[src/rtl/hfosc_seq.sv]
// Power sequencer and multi-client arbiter for the high-frequency oscillator.
// Guarantees power-up settle time, idle hold-off and a minimum off time between power cycles.
module hfosc_seq #(
    parameter int NUM_REQ        = 2,
    parameter int PU_CYCLES      = 2,
    parameter int IDLE_CYCLES    = 4,
    parameter int MIN_OFF_CYCLES = 2
) (
    input  logic               clk,
    input  logic               rst,
    input  logic [NUM_REQ-1:0] req,
    input  logic               force_on,
    output logic               osc_pu,
    output logic               osc_en,
    output logic [NUM_REQ-1:0] ack,
    output logic               ready,
    output logic [2:0]         state_o
);

    localparam int MAX_A = (PU_CYCLES > IDLE_CYCLES) ? PU_CYCLES : IDLE_CYCLES;
    localparam int MAX_C = (MAX_A > MIN_OFF_CYCLES) ? MAX_A : MIN_OFF_CYCLES;
    localparam int CW    = $clog2(MAX_C + 1);

    localparam logic [CW-1:0] PU_LD   = CW'(PU_CYCLES - 1);
    localparam logic [CW-1:0] IDLE_LD = CW'((IDLE_CYCLES > 0) ? IDLE_CYCLES - 1 : 0);
    localparam logic [CW-1:0] OFF_LD  = CW'(MIN_OFF_CYCLES - 1);

    typedef enum logic [2:0] {
        OFF     = 3'd0,
        PWRUP   = 3'd1,
        ON      = 3'd2,
        HOLD    = 3'd3,
        DISABLE = 3'd4,
        COOL    = 3'd5
    } state_t;

    state_t        state, nxt;
    logic [CW-1:0] cnt, cnt_nxt;
    logic          any_req;
    logic          en_nxt;
    logic          pu_nxt;

    assign any_req = (|req) | force_on;

    always_comb begin
        nxt     = state;
        cnt_nxt = cnt;
        case (state)
            OFF: begin
                if (any_req) begin
                    nxt     = PWRUP;
                    cnt_nxt = PU_LD;
                end
            end
            // Power-up always runs to completion, even if requests vanish.
            PWRUP: begin
                if (cnt == '0) nxt = ON;
                else           cnt_nxt = cnt - 1'b1;
            end
            ON: begin
                if (!any_req) begin
                    if (IDLE_CYCLES > 0) begin
                        nxt     = HOLD;
                        cnt_nxt = IDLE_LD;
                    end else begin
                        nxt = DISABLE;
                    end
                end
            end
            HOLD: begin
                if (any_req)        nxt = ON;
                else if (cnt == '0) nxt = DISABLE;
                else                cnt_nxt = cnt - 1'b1;
            end
            DISABLE: begin
                nxt     = COOL;
                cnt_nxt = OFF_LD;
            end
            // Requests arriving while cooling are only honoured once the off time expires.
            COOL: begin
                if (cnt == '0) begin
                    if (any_req) begin
                        nxt     = PWRUP;
                        cnt_nxt = PU_LD;
                    end else begin
                        nxt = OFF;
                    end
                end else begin
                    cnt_nxt = cnt - 1'b1;
                end
            end
            default: begin
                nxt     = OFF;
                cnt_nxt = '0;
            end
        endcase
    end

    assign en_nxt = (nxt == ON) || (nxt == HOLD);
    assign pu_nxt = (nxt == PWRUP) || (nxt == ON) || (nxt == HOLD) || (nxt == DISABLE);

    always_ff @(posedge clk or posedge rst) begin
        if (rst) begin
            state   <= OFF;
            cnt     <= '0;
            osc_pu  <= 1'b0;
            osc_en  <= 1'b0;
            ack     <= '0;
            ready   <= 1'b0;
            state_o <= 3'd0;
        end else begin
            state   <= nxt;
            cnt     <= cnt_nxt;
            osc_pu  <= pu_nxt;
            osc_en  <= en_nxt;
            ack     <= req & {NUM_REQ{en_nxt}};
            ready   <= en_nxt;
            state_o <= nxt;
        end
    end

endmodule
[config.mk]
export PLATFORM = sky130hd
export DESIGN_NAME = hfosc_seq
export DESIGN_NICKNAME = d
export VERILOG_FILES = /design/src/rtl/hfosc_seq.sv
export SDC_FILE = /design/constraint.sdc
export NUM_CORES = 1
export LEC_CHECK = 0
export BUFFER_PORTS_ARGS = -buffer_cell sky130_fd_sc_hd__buf_2
export CORE_AREA = 2 2 39 41
export CTS_CLUSTER_DIAMETER = 40
export CTS_CLUSTER_SIZE = 20
export DETAILED_ROUTE_END_ITERATION = 16
export DIE_AREA = 0 0 41 43
export GPL_ROUTABILITY_DRIVEN = 0
export PLACE_DENSITY = 0.73
export SLEW_MARGIN = 20
export SYNTH_ARGS = -nofsm -noshare
export SYNTH_HDL_FRONTEND = slang
export SYNTH_SLANG_ARGS = --single-unit
export TNS_END_PERCENT = 50
[constraint.sdc]
create_clock -name clk -period 2.9 [get_ports clk]
set_clock_uncertainty 0.15 [all_clocks]
set_input_delay 0.145 -clock clk [delete_from_list [all_inputs] [get_ports clk]]
set_output_delay 0.145 -clock clk [all_outputs]
set_load 0.05 [all_outputs]
== Word-level counts from Yosys, hierarchy flattened ==
Cells that the tools add are included.

* $add $sub $neg: 1
* Equal/unequal tests: 11
* Multiplexer cells: 14
* Bitwise gates (word level): 2
* Reduce and logical (&&, ||, !) cells: 8

{| class="wikitable"
|+ Operators by type and width
! kind !! count
|-
| $pmux W3 S6 || 2
|-
| $mux W3 || 11
|-
| $eq A3 B2 Y1 const B || 4
|-
| $eq A3 B3 Y1 const B || 3
|-
| $eq A3 B1 Y1 const B || 2
|-
| $logic_not A3 Y1 || 2
|-
| $logic_or A1 B1 Y1 || 4
|-
| $ne A2 B2 Y1 const B || 2
|-
| $sub A3 B1 Y3 const B || 1
|-
| $and A2 B2 Y2 || 1
|-
| $reduce_and A2 Y1 || 1
|-
| $reduce_or A2 Y1 || 1
|-
| $mux W1 || 1
|-
| $or A1 B1 Y1 || 1
|}

* Register bits after elaboration: 10
* Input port bits: 5
* Output and inout bits: 8
* Logic and storage cells: 41

== Logic depth before layout (Yosys ltp) ==
* Word-level depth: 9
* Gate-level depth with buffers: 6

== Worst setup path after synthesis ==
Ideal clock, no wire load.

* Path kind: register to register
* From: register state[1]
* To: register cnt[1]
* Data arrival time: 1.682 ns
* Data required time: 2.684 ns
* Path slack: 1.002 ns
* Cell stages (with the launch flop): 6
* Clock period less this slack: 1.898 ns
* Cell sequence: dfrtp_1 -> buf_6 -> or4_1 -> a21oi_1 -> a311o_1 -> a22o_1

* Cells in the longest elaborated chain, start to end: 3

{| class="wikitable"
|+ Ends and longest elaborated chain
! what !! line !! text
|-
| start: declaration || 37 || <nowiki>state_t state, nxt;</nowiki>
|-
| start signal: assignment || 112 || <nowiki>state <= nxt;</nowiki>
|-
| $eq A3 B2 Y1 || 48 || <nowiki>case (state)</nowiki>
|-
| $ne A2 B2 Y1 (no source line) || n/a ||
|-
| $reduce_and A2 Y1 (no source line) || n/a ||
|-
| end signal: assignment || 113 || <nowiki>cnt <= cnt_nxt;</nowiki>
|-
| end: declaration || 38 || <nowiki>logic [CW-1:0] cnt, cnt_nxt;</nowiki>
|}

Several ways; a longest one is shown, not always the timed one.
A chain may end at the register's enable or synchronous reset.

== Final worst setup path ==
* From: input req[1]
* To: register state[1]

* Cells in the longest elaborated chain, start to end: 4

{| class="wikitable"
|+ Ends and longest elaborated chain
! what !! line !! text
|-
| start: declaration || 11 || <nowiki>input logic [NUM_REQ-1:0] req,</nowiki>
|-
| $reduce_or A2 Y1 (*) || 43 || <nowiki>assign any_req = (|req) | force_on;</nowiki>
|-
| $or A1 B1 Y1 (*) || 43 ||
|-
| $mux W3, on equally long branches || 71, 50, 61 ||
|-
| $pmux W3 S6 (*) || 48 ||
|-
| net nxt[1] || 37 ||
|}

Mark *: on every way through the listed nets, which the timed path passes. The rest lies on a longest branch.

==> run_results.csv <==
group,metric,value,unit
global_route,grt_usage,16.85,%
sta,clock.fmax,530.7,MHz
sta,finalSetupViolCount,0,
sta,slew_headroom,73.72,%
pwr,vdd_drop_max,0.3900,mV
worst_setup_path,cp_slowest_cell,"dlygate4sd3_1",
clock_tree,root_buffer,"clkbuf_4",
global_route,gr-max-usage-layer,"met2",
clock_tree,clock_latency,0.28,ns
logic_synthesis,ys.flop_type,"dfrtp_1",
global_route,grt_pass1_vias,451,
sta,hold_viol,0,
global_route,met2_usage,23.75,%
logic_synthesis,yosys-top-cells-area,"dfrtp_1, and2_1, o21ai_0",
placement,dp_hpwl,879.5,um
floorplan,die_y,43,um
logic_synthesis,synth-seq-cells,10,
worst_setup_path,timing.critical_path.mode_cell,"or3_1",
cells_and_area,n_fill_cell,133,
global_route,grt-ovfl-total,0,
cells_and_area,postLayoutCoreUtil,50.27,%
routing,vias_per_cell,5.615,
logic_synthesis,synth.most_common_cell,"dfrtp_1",
global_route,use_met3,3.141,%
logic_synthesis,synth-edff-count,0,
floorplan,start_util,42.04,%
logic_synthesis,ys_top_cells_by_count,"dfrtp_1, inv_1, o21ai_0, and2_1",
routing,wirelength,1.241,mm
sta,min_period,1.884,ns
worst_setup_path,required,2.92,ns
global_route,grt_use_met1,22.88,%
cells_and_area,areaGrowthSynthToFinish,19.57,%
floorplan,rows,14,
worst_setup_path,ff2ff_path_depth,4,
clock_tree,cts_inserted_buffers,3,
pwr,power.density,1027,nW/um^2
clock_tree,cts_resized,0,
logic_synthesis,syn_inst,61,
routing,drt_iter0_drc,17,
floorplan,core_area,1384,um^2
worst_setup_path,cp-start-kind,"primary input",
worst_hold_path,holdPathEnd,"osc_pu$_DFF_PP0_",
routing,ant_nets,0,
logic_synthesis,synth_nets,68,
worst_hold_path,holdPathStages,3,
worst_setup_path,crit_chain,"dlygate4sd3_1 -> buf_2 -> or3_1 -> or3_1 -> and2_1",
worst_hold_path,min-delay-start,"force_on",
cells_and_area,antenna_cells,0,
clock_tree,cts.sinks,10,
logic_synthesis,synth_top_area_share,43.01,%
global_route,grt_pass1_wl,2.001,mm
worst_setup_path,worstPathMaxFanout,8,
sta,tns,0,ns
job,drv_cap,0,
worst_setup_path,r2r_start,"state[1]$_DFF_PP0_",
worst_setup_path,cp_top_family,"simple AND/OR/NAND/NOR gates",
worst_setup_path,regToRegSetupSlack,1.13,ns
worst_setup_path,crit_arrival,1.90,ns
logic_synthesis,synthArstFlopShare,100.0,%
routing,drc,0,
clock_tree,htree_levels,1,
worst_hold_path,holdCritPathClass,"in -> reg",
sta,worst_slack,1.016,ns
sta,timing.final.crit_share,64.97,%
placement,dpl_cell_area,629.4,um^2
worst_setup_path,path_buf_inv,2,
logic_synthesis,ys_seq_area_share,43.01,%
routing,wl_per_cell,13.64,um
sta,rsz0062_at_grt,"false",
global_route,antenna_found_initial,0,
logic_synthesis,syn_area_per_cell,9.538,um^2
placement,port_buffers,12,
logic_synthesis,synth_top_area_cell,"dfrtp_1",
logic_synthesis,synth.distinct_cells,31,
status,status,"complete, no violations",
floorplan,die_w,41,um
clock_tree,clock_path_buffers,2,
global_route,grt_start_max_net_pins,14,
worst_setup_path,slowest_delay,0.52,ns
routing,firstDrtPassIters,4,
logic_synthesis,yosysWarnings,0,
sta,worst_slew_pin_slew,0.3937,ns
floorplan,fp.dieArea,1763,um^2
placement,post-place-ws,1.153,ns
sta,drv_slew,0,
floorplan,io_pins,13,
pwr,p_leak,0.3051,nW
sta,hold_ws,0.1183,ns
worst_setup_path,crit_type,"in -> reg",
clock_tree,cts.clk_slew.worst_paths,0.08,ns
cells_and_area,nets,83,
worst_setup_path,rr_endpoint,"cnt[1]$_DFFE_PP0P_",
cells_and_area,final_cell_area,695.7,um^2
worst_setup_path,end_kind,"flop",
cells_and_area,drive_gt1_share,24.00,%
logic_synthesis,synth_area,581.8,um^2
routing,route.vias.total,511,
clock_tree,tritoncts,"yes",
final cells by class:
type | count | area (um^2) | share of cell area, %
repair buffers | 15 | 90.09 | 12.95
clock buffers | 4 | 36.28 | 5.216
well taps | 16 | 20.02 | 2.878
flip-flops and latches | 10 | 250.2 | 35.97
multi-input cells | 40 | 276.5 | 39.75
inverters | 6 | 22.52 | 3.237
power breakdown:
group          internal, mW  total [mW]  leakage, nW  switching, mW
clock                0.0765       0.132       0.0210         0.0555
sequential            0.185       0.247        0.116         0.0621
combinational         0.112       0.335        0.168          0.223
worst max path at each step:
stage                             from                 end  cells past startpoint
floorplan           state[1]$_DFF_PP0_  cnt[1]$_DFFE_PP0P_                      5
global placement    state[1]$_DFF_PP0_  cnt[1]$_DFFE_PP0P_                      4
detailed placement  state[1]$_DFF_PP0_  cnt[1]$_DFFE_PP0P_                      4
CTS                             req[1]  cnt[1]$_DFFE_PP0P_                      5
global route                    req[1]  state[0]$_DFF_PP0_                      6
finish                          req[1]  state[1]$_DFF_PP0_                      5
per-stage QoR:
step	std cells	total power, mW
2_1_floorplan	61	0.5243
3_3_place_gp	84	0.5646
3_5_place_dp	84	0.5786
4_1_cts	91	0.7109
5_1_grt	91	0.7563
6_report	91	0.7142
metal layers:
| layer | part of all wire (%) | wire, um |
|---|---|---|
| met4 | 1.5 | 18 |
| met1 | 45 | 555 |
| met2 | 48 | 599 |
| met5 | 0 | 0 |
| met3 | 5.5 | 68 |
cell usage in the layout, fill, tap and decap left out, drive strengths merged:
master / n
or4: 1
nand2b: 1
a21oi: 2
a311o: 1
dfrtp: 10
nor2: 2
a31oi: 1
a32o: 1
and3: 1
a221o: 1
o211a: 1
a22o: 2
nand3b: 2
ha: 2
buf: 12
clkbuf: 4
nor3: 1
o31ai: 1
nor4: 2
nor4b: 1
a211oi: 1
dlygate4sd3: 3
and2: 5
inv: 6
o21ai: 7
nand2: 2
or3: 2
worst register-to-register path, cell delays in order (launching register included):
cell	delay [ns]
dfrtp_1	0.51
or4_1	0.62
a21oi_1	0.17
a311o_1	0.14
a22o_1	0.13
flip-flops by register name, indices dropped and copies added, names as in the netlist:
signal and count:
ready 1, osc_pu 1, cnt 3, ack 2, state 3
timing repair:
action	CTS	global route
setup endpoints to repair	0	0
setup buffers	0	0
hold buffers	3	0
hold endpoints to repair	12	0
cell families after synthesis:
logic type | after synthesis | synth area share (%)
simple gates | 20 | 21.72
fa+ha+maj | 2 | 4.300
buf+inv | 11 | 9.462
flops | 10 | 43.01
compound gates | 18 | 21.51
Note: power is estimated with default switching activity, not from simulation.
